**src/rtl/layer2_temp_reader.sv**
```systemverilog
// ---------------------------------------------------------------------------
// layer2_temp_reader
//
// Consumer-side controller for the 64-entry layer-2 temp buffer. The layer-2
// controller fills the buffer in two halves; this block streams the stored
// activations, together with the matching weights, into the next layer's MAC
// once per output neuron. It starts on the first half, stalls at the half
// boundary until the second half lands, and releases the buffer at frame end.
//
// Optional feature macro: TEMP_RD_ERR_CHK_EN
//   When defined, adds the sticky overrun_o flag (cleared only by rst_i)
//   that records ready pulses arriving while their half is still occupied.
//
// Ports:
//   clk_i           clock, rising edge
//   rst_i           synchronous active-high reset
//   half0_ready_i   1-cycle pulse: entries 0..HALF-1 written
//   half1_ready_i   1-cycle pulse: entries HALF..DEPTH-1 written
//   temp_rd_addr_o  temp buffer read address (k)
//   temp_rd_en_o    temp buffer read enable
//   w_addr_o        weight address, n*DEPTH + k
//   w_en_o          weight read enable (same as temp_rd_en_o)
//   mac_en_o        MAC accumulate enable (read enable delayed RD_LAT)
//   mac_clear_o     MAC restart, high with the first mac_en_o of a neuron
//   acc_valid_o     1-cycle pulse: accumulator holds final sum of neuron_idx_o
//   neuron_idx_o    neuron whose result is flagged by acc_valid_o
//   buf_free_o      1-cycle pulse: temp buffer may be overwritten
//   busy_o          high from the first read issue until done_o
//   done_o          1-cycle pulse: frame complete
//   overrun_o       (TEMP_RD_ERR_CHK_EN only) sticky ready-pulse overrun flag
// ---------------------------------------------------------------------------
module layer2_temp_reader #(
  parameter int DEPTH   = 64,
  parameter int HALF    = 32,
  parameter int NUM_OUT = 10,
  parameter int W_AW    = 10,
  parameter int RD_LAT  = 1,
  localparam int AW = $clog2(DEPTH),
  localparam int NW = (NUM_OUT > 1) ? $clog2(NUM_OUT) : 1
) (
  input  logic            clk_i,
  input  logic            rst_i,
  input  logic            half0_ready_i,
  input  logic            half1_ready_i,
  output logic [AW-1:0]   temp_rd_addr_o,
  output logic            temp_rd_en_o,
  output logic [W_AW-1:0] w_addr_o,
  output logic            w_en_o,
  output logic            mac_en_o,
  output logic            mac_clear_o,
  output logic            acc_valid_o,
  output logic [NW-1:0]   neuron_idx_o,
  output logic            buf_free_o,
  output logic            busy_o,
  output logic            done_o
`ifdef TEMP_RD_ERR_CHK_EN
  ,
  output logic            overrun_o
`endif
);

  typedef enum logic [2:0] {
    IDLE,
    RUN,
    STALL,
    DRAIN,
    FINISH
  } state_t;

  state_t state_q, state_d;

  // Issue pointer: k walks the buffer, n walks the output neurons.
  logic [AW-1:0]   k_q, k_d;
  logic [NW-1:0]   n_q, n_d;
  logic [W_AW-1:0] w_addr_q, w_addr_d;
  logic [1:0]      drain_cnt_q, drain_cnt_d;

  // Sticky "half has landed" flags.
  logic h0_q, h0_d;
  logic h1_q, h1_d;

  // Read-side tags delayed to line up with the memory read data.
  logic [RD_LAT-1:0] en_pipe_q, en_pipe_d;
  logic [RD_LAT-1:0] first_pipe_q, first_pipe_d;
  logic [RD_LAT-1:0] last_pipe_q, last_pipe_d;
  logic [NW-1:0]     n_pipe_q [RD_LAT];
  logic [NW-1:0]     n_pipe_d [RD_LAT];

  logic            acc_valid_q, acc_valid_d;
  logic [NW-1:0]   neuron_idx_q, neuron_idx_d;

  logic rd_en;
  logic finish;
  logic need_h1;
  logic last_read;

  // Main sequencer: walks (n, k) one read per cycle, holding at the half
  // boundary of neuron 0 until the second half is present, then drains the
  // read pipeline before signalling frame completion.
  always_comb begin
    state_d     = state_q;
    k_d         = k_q;
    n_d         = n_q;
    w_addr_d    = w_addr_q;
    drain_cnt_d = drain_cnt_q;
    rd_en       = 1'b0;
    finish      = 1'b0;

    // Only the very first neuron can outrun the writer; later neurons always
    // find both halves present.
    need_h1   = (n_q == '0) && (k_q >= AW'(HALF)) && !h1_q;
    last_read = (n_q == NW'(NUM_OUT - 1)) && (k_q == AW'(DEPTH - 1));

    unique case (state_q)
      IDLE: begin
        if (h0_q || half0_ready_i) begin
          state_d  = RUN;
          k_d      = '0;
          n_d      = '0;
          w_addr_d = '0;
        end
      end

      RUN: begin
        if (need_h1) begin
          // A half1 pulse in this very cycle sets h1 for the next cycle, so
          // staying in RUN issues the read right after the pulse.
          if (!half1_ready_i) begin
            state_d = STALL;
          end
        end else begin
          rd_en    = 1'b1;
          w_addr_d = w_addr_q + W_AW'(1);
          if (last_read) begin
            k_d         = '0;
            n_d         = '0;
            drain_cnt_d = '0;
            state_d     = DRAIN;
          end else if (k_q == AW'(DEPTH - 1)) begin
            k_d = '0;
            n_d = n_q + NW'(1);
          end else begin
            k_d = k_q + AW'(1);
          end
        end
      end

      STALL: begin
        if (h1_q || half1_ready_i) begin
          state_d = RUN;
        end
      end

      DRAIN: begin
        if (drain_cnt_q == 2'(RD_LAT - 1)) begin
          state_d = FINISH;
        end else begin
          drain_cnt_d = drain_cnt_q + 2'd1;
        end
      end

      FINISH: begin
        finish   = 1'b1;
        state_d  = IDLE;
        k_d      = '0;
        n_d      = '0;
        w_addr_d = '0;
      end

      default: begin
        state_d = IDLE;
      end
    endcase
  end

  // Half flags: set by their ready pulse, cleared when the buffer is freed.
  // A pulse coinciding with the free keeps its flag set.
  always_comb begin
    h0_d = h0_q;
    h1_d = h1_q;
    if (finish) begin
      h0_d = 1'b0;
      h1_d = 1'b0;
    end
    if (half0_ready_i) begin
      h0_d = 1'b1;
    end
    if (half1_ready_i) begin
      h1_d = 1'b1;
    end
  end

  // Delay line carrying the read enable and the k/n tags alongside the data
  // coming back from the memories, plus the end-of-neuron result flag.
  always_comb begin
    en_pipe_d[0]    = rd_en;
    first_pipe_d[0] = rd_en && (k_q == '0);
    last_pipe_d[0]  = rd_en && (k_q == AW'(DEPTH - 1));
    n_pipe_d[0]     = n_q;
    for (int i = 1; i < RD_LAT; i++) begin
      en_pipe_d[i]    = en_pipe_q[i-1];
      first_pipe_d[i] = first_pipe_q[i-1];
      last_pipe_d[i]  = last_pipe_q[i-1];
      n_pipe_d[i]     = n_pipe_q[i-1];
    end

    // The accumulator is final one cycle after the last product of a neuron
    // has been added.
    acc_valid_d  = en_pipe_q[RD_LAT-1] && last_pipe_q[RD_LAT-1];
    neuron_idx_d = neuron_idx_q;
    if (acc_valid_d) begin
      neuron_idx_d = n_pipe_q[RD_LAT-1];
    end
  end

  // State and datapath registers; reset aborts any frame in flight.
  always_ff @(posedge clk_i) begin
    if (rst_i) begin
      state_q      <= IDLE;
      k_q          <= '0;
      n_q          <= '0;
      w_addr_q     <= '0;
      drain_cnt_q  <= '0;
      h0_q         <= 1'b0;
      h1_q         <= 1'b0;
      en_pipe_q    <= '0;
      first_pipe_q <= '0;
      last_pipe_q  <= '0;
      n_pipe_q     <= '{default: '0};
      acc_valid_q  <= 1'b0;
      neuron_idx_q <= '0;
    end else begin
      state_q      <= state_d;
      k_q          <= k_d;
      n_q          <= n_d;
      w_addr_q     <= w_addr_d;
      drain_cnt_q  <= drain_cnt_d;
      h0_q         <= h0_d;
      h1_q         <= h1_d;
      en_pipe_q    <= en_pipe_d;
      first_pipe_q <= first_pipe_d;
      last_pipe_q  <= last_pipe_d;
      n_pipe_q     <= n_pipe_d;
      acc_valid_q  <= acc_valid_d;
      neuron_idx_q <= neuron_idx_d;
    end
  end

  assign temp_rd_addr_o = k_q;
  assign temp_rd_en_o   = rd_en;
  assign w_addr_o       = w_addr_q;
  assign w_en_o         = rd_en;
  assign mac_en_o       = en_pipe_q[RD_LAT-1];
  assign mac_clear_o    = en_pipe_q[RD_LAT-1] && first_pipe_q[RD_LAT-1];
  assign acc_valid_o    = acc_valid_q;
  assign neuron_idx_o   = neuron_idx_q;
  assign buf_free_o     = finish;
  assign done_o         = finish;
  assign busy_o         = (state_q != IDLE);

`ifdef TEMP_RD_ERR_CHK_EN
  logic overrun_q, overrun_d;

  // Overrun: a ready pulse for a half that is still occupied, including a
  // fresh half0 while the current frame is still reading it.
  always_comb begin
    overrun_d = overrun_q;
    if ((half0_ready_i && h0_q) || (half1_ready_i && h1_q) ||
        (half0_ready_i && busy_o && h0_q)) begin
      overrun_d = 1'b1;
    end
  end

  // Sticky error register, cleared only by reset.
  always_ff @(posedge clk_i) begin
    if (rst_i) begin
      overrun_q <= 1'b0;
    end else begin
      overrun_q <= overrun_d;
    end
  end

  assign overrun_o = overrun_q;
`endif

endmodule
```
**config.mk**
```make
export PLATFORM = sky130hd
export DESIGN_NAME = layer2_temp_reader
export DESIGN_NICKNAME = d
export VERILOG_FILES = /design/src/rtl/layer2_temp_reader.sv
export SDC_FILE = /design/constraint.sdc
export NUM_CORES = 1
export LEC_CHECK = 0
export CAP_MARGIN = 25
export CORE_MARGIN = 3
export CORE_UTILIZATION = 52
export DETAILED_ROUTE_END_ITERATION = 12
export PLACE_DENSITY = 0.82
export SYNTH_ARGS = -nofsm -noshare
export SYNTH_HDL_FRONTEND = slang
export SYNTH_SLANG_ARGS = --single-unit
```
**constraint.sdc**
```tcl
create_clock -name clk_i -period 2.7 [get_ports clk_i]
set_clock_uncertainty 0.1 [all_clocks]
set_input_delay 0.405 -clock clk_i [delete_from_list [all_inputs] [get_ports clk_i]]
set_output_delay 0.405 -clock clk_i [all_outputs]
set_load 0.05 [all_outputs]
```
==> run summary <==
The accumulated negative setup slack is 0 ns. The startpoint identified for the worst hold timing path is n_pipe_q[3]. The mean area per synthesized cell is between 8 and 9 um^2. Final hold analysis gives a worst-case slack of 0.354 ns.

For the pin with the worst max-slew slack, the measured transition is 0.636 ns. Of the total synthesized cell area, the portion taken by AND, OR, NAND and NOR gates is 0.289. The count of nets left with antenna violations after detail routing is 0. The portion of the clock cycle consumed by the worst path in the final layout came out at 0.942. The run finished with clean final reports. By area, the combinational part of the netlist is dominated by simple AND/OR/NAND/NOR gates. The repair_antennas step left the layout with diodes totalling 0. For this run, asynchronously set or reset flops after synthesis account for 0. The via-per-instance ratio is roughly 5.5.

The worst flop-to-flop path startpoint is state_q[0]. The number of enable-type register cells in the synthesized netlist is 0. The initial utilization of the core area, before any placement, comes to 0.550. Based on the critical path, the design can be clocked at up to 393 MHz. The last weighted congestion value of the routability-driven placer is 0.814. The count of clock tree sinks is 39. The site row count is 21.

Among all flip-flop cells after synthesis, the most frequent one is sky130_fd_sc_hd__dfxtp_1. The horizontal die dimension is between 60 and 70 um. The initial antenna violation count was 0.

The first global-routing pass estimated about 6500 um of wire. The count of boundary I/O pins is 32. The clock transition time at the flip-flop clock pins of the worst setup and hold paths came out at ~0.12 ns.

The total clock buffers created by CTS came out at 5. Setup repair after global routing left no endpoint under its margin. VDD sags by at most 0.000395 V. The largest total area in the synthesized netlist belongs to sky130_fd_sc_hd__dfxtp_1.

The maximum root-to-sink buffer count is 2. For the worst setup path, the data required time is around 2.2 ns. Yosys printed 0 warnings.

The net count after synthesis is approximately 230. The count of endpoints failing hold in the final timing report was 0. The worst register-to-register path ends at w_addr_o[0]. Of the total synthesized cell area, the portion taken by XOR and XNOR cells is 0.0610. Setup slack closes at between 0.15 and 0.2 ns. The number of levels the H-tree was split into came out at 2. Along the worst hold path, the cell count comes to 2. The area of the die is between 4000 and 5000 um^2.

After synthesis, the cell types taking the most area are sky130_fd_sc_hd__dfxtp_1 42%, sky130_fd_sc_hd__xnor2_1 6.1%, sky130_fd_sc_hd__nor2_1 5.2%, sky130_fd_sc_hd__ha_1 4.7%, sky130_fd_sc_hd__nand2_1 4.0%. The sequential share of the synthesized area came out at 0.419. The register-to-register setup slack came out at 0.44 ns. After the first detailed-routing iteration, the DRC count stood at 98. The synthesized-area fraction occupied by ao, oa, aoi and oai cells came out at 0.118. The area share of the largest cell type after synthesis came out at 0.419. The number of nets at the end of the flow is roughly 250. The highest net fanout along the worst path came out at 11.

The number of distinct library cells after synthesis came out at just under 50. Before CTS, the worst setup slack after placement is approximately 0.18 ns. Wires add up to around 3800 um. The area of the core came out at about 3400 um^2. Across all layers, the routed design uses 1580 vias. The ratio of cells with drive above 1 in the final layout came out at 0.0909. The data arrival time of the critical path is 2.04 ns. Of the total synthesized cell area, the portion taken by full adders, half adders and majority gates is 0.0469.

The path with the worst hold slack has its endpoint at neuron_idx_o[3]. Input and output buffers added on the ports amount to 31. STA classifies the critical path startpoint as a register.

The register bit count reported by yosys is 39. The wire length per cell is 13.0 um. The clock root buffer master is sky130_fd_sc_hd__clkbuf_4. Leaving out filler cells and counting taps, the final layout contains approximately 290. The CTS tree is built.

The total track usage came out at 0.190. The cell count after synthesis is 215. The worst reg-to-reg path cell count is 5. The count of placed standard cells including taps is 280. The post-detailed-placement half-perimeter wirelength came out at ~2700 um. The post-route standard cell area excluding fillers came out at ~2300 um^2.

The power density relative to cell area is ~800 nW/um^2. The leakage power figure is around 0.76 nW. The cell area after technology mapping is around 1900 um^2. Setup violations remaining at the end of the flow were counted as 0. The time the worst path needs with I/O delays and setup came out at 2.54 ns. The worst setup path is of the reg -> out kind. The sum of overflow across all layers after global routing came out at 0. The die extent in y came out at around 66 um. The tightest min-delay check is of the reg -> reg type.

STA classifies the critical path endpoint as an output port. The number of inserted filler cells in the final layout is about 290. The worst pin sits at a relative slew slack of 0.576. The number of global-route vias before repair came out at between 1500 and 2000. The maximum number of pins on one net before global-route repair is 24. Across the run, the number of max-cap violations was 0. After synthesis, the share of cell area in mux cells is 0.00604. The detailed-router iteration count before antenna repair is 4. The max-slew violation total from the final report is 0. The final routed DRC violation total is 0. The total cell area at the placement stage came out at 2180 um^2.

The signed area change from the synthesized netlist to the final layout came out at 21.7%. The clock latency on the worst-skew pair is approximately 0.34 ns.
[critical path, stage by stage, from the launching register on]
cell	delay (ns)
sky130_fd_sc_hd__dfxtp_1	0.44
sky130_fd_sc_hd__nor2_1	0.22
sky130_fd_sc_hd__nand2_1	0.12
sky130_fd_sc_hd__inv_1	0.09
sky130_fd_sc_hd__clkdlybuf4s50_1	0.81
[cell families (layout without fill, tap and decap cells)]
| group | after synthesis | count (layout) |
|---|---|---|
| fa+ha+maj | 7 | 7 |
| flops | 39 | 39 |
| simple gates | 100 | 100 |
| compound gates | 33 | 33 |
| mux | 1 | 1 |
| xor+xnor | 13 | 13 |
| buf+inv | 22 | 49 |
[timing repair]
item,CTS,global route
endpoints found under the setup margin,0,2
hold buffers,0,0
buffers inserted,0,0
resized for setup,0,1
[worst max-delay path by stage]
stage	startpoint	cells past startpoint	slack, ns	endpoint
floorplan	state_q[1]	5	0.20	w_en_o
global placement	half0_ready_i	6	0.26	n_pipe_d[1]
detailed placement	half0_ready_i	6	0.18	n_pipe_d[1]
CTS	state_q[0]	3	0.07	w_en_o
global route	state_q[0]	4	0.06	done_o
finish	state_q[0]	4	0.16	done_o
[placed cells by master (no fill, tap or decap), types with 2 or more instances in the layout]
master,netlist,routed
sky130_fd_sc_hd__nor2_1,26,25
sky130_fd_sc_hd__inv_1,9,9
sky130_fd_sc_hd__nor2b_1,2,2
sky130_fd_sc_hd__nor3b_1,3,3
sky130_fd_sc_hd__clkdlybuf4s50_1,0,29
sky130_fd_sc_hd__xnor2_1,13,13
sky130_fd_sc_hd__or3_1,2,2
sky130_fd_sc_hd__a31oi_1,2,2
sky130_fd_sc_hd__nand4_1,5,5
sky130_fd_sc_hd__and4_1,2,2
sky130_fd_sc_hd__nand2_1,20,20
sky130_fd_sc_hd__nand3_1,11,11
sky130_fd_sc_hd__o31ai_1,3,3
sky130_fd_sc_hd__a21oi_1,13,13
sky130_fd_sc_hd__nor4_1,6,6
sky130_fd_sc_hd__nor3_1,8,8
sky130_fd_sc_hd__clkbuf_4,0,5
sky130_fd_sc_hd__or2_2,3,3
sky130_fd_sc_hd__dfxtp_1,39,39
sky130_fd_sc_hd__nand2b_1,3,3
sky130_fd_sc_hd__buf_12,0,2
sky130_fd_sc_hd__ha_1,7,7
[cell type report]
| class | count | area (um^2) | share of cell area |
|---|---|---|---|
| Timing Repair Buffer | 32 | 338 | 0.149 |
| Clock buffer | 6 | 51.3 | 0.0226 |
| Tap cell | 46 | 57.6 | 0.0253 |
| Sequential cell | 39 | 781 | 0.344 |
| Multi-Input combinational cell | 154 | 975 | 0.429 |
| Inverter | 9 | 33.8 | 0.0149 |
| Clock inverter | 2 | 35.0 | 0.0154 |
[report_power, final]
group	leakage (nW)	total, mW	switching (mW)	internal (mW)
combinational	0.399	0.661	0.420	0.240
sequential	0.316	0.696	0.0781	0.618
clock	0.0482	0.409	0.190	0.219
[routing by layer]
metal / share of wire / global-route usage / vias up
met5: 0 / 0 / -
met4: 0.014 / 0.0570 / 0
met3: 0.050 / 0.0561 / 7
met2: 0.46 / 0.302 / 49
met1: 0.47 / 0.248 / 723
li1: - / - / 801
[cell usage after synthesis (3+ instances only)]
| cell type | instances |
|---|---|
| sky130_fd_sc_hd__ha_1 | 7 |
| sky130_fd_sc_hd__nor3b_1 | 3 |
| sky130_fd_sc_hd__o31ai_1 | 3 |
| sky130_fd_sc_hd__inv_1 | 9 |
| sky130_fd_sc_hd__nor2_1 | 26 |
| sky130_fd_sc_hd__or2_2 | 3 |
| sky130_fd_sc_hd__nor4_1 | 6 |
| sky130_fd_sc_hd__clkbuf_1 | 5 |
| sky130_fd_sc_hd__a21oi_1 | 13 |
| sky130_fd_sc_hd__nand2_1 | 20 |
| sky130_fd_sc_hd__nor3_1 | 8 |
| sky130_fd_sc_hd__buf_4 | 3 |
| sky130_fd_sc_hd__nand4_1 | 5 |
| sky130_fd_sc_hd__dfxtp_1 | 39 |
| sky130_fd_sc_hd__nand3_1 | 11 |
| sky130_fd_sc_hd__xnor2_1 | 13 |
| sky130_fd_sc_hd__nand2b_1 | 3 |
[flip-flops by register name, indices dropped and copies added (netlist names)]
register        cells
mac_en_o            1
w_addr_o           10
acc_valid_o         1
neuron_idx_o        4
first_pipe_q        1
temp_rd_addr_o      6
drain_cnt_q         2
n_pipe_d            4
state_q             3
n_pipe_q            4
h0_q                1
last_pipe_q         1
h1_q                1
[stage by stage]
| step | utilization | total power, mW |
|---|---|---|
| after floorplan | - | 1.19 |
| after global placement | 0.644 | 1.35 |
| after detailed placement | 0.644 | 1.36 |
| after CTS | 0.669 | 1.77 |
| after global routing | 0.670 | 1.85 |
| final | 0.670 | 1.77 |
(Power assumes the default switching activity.)
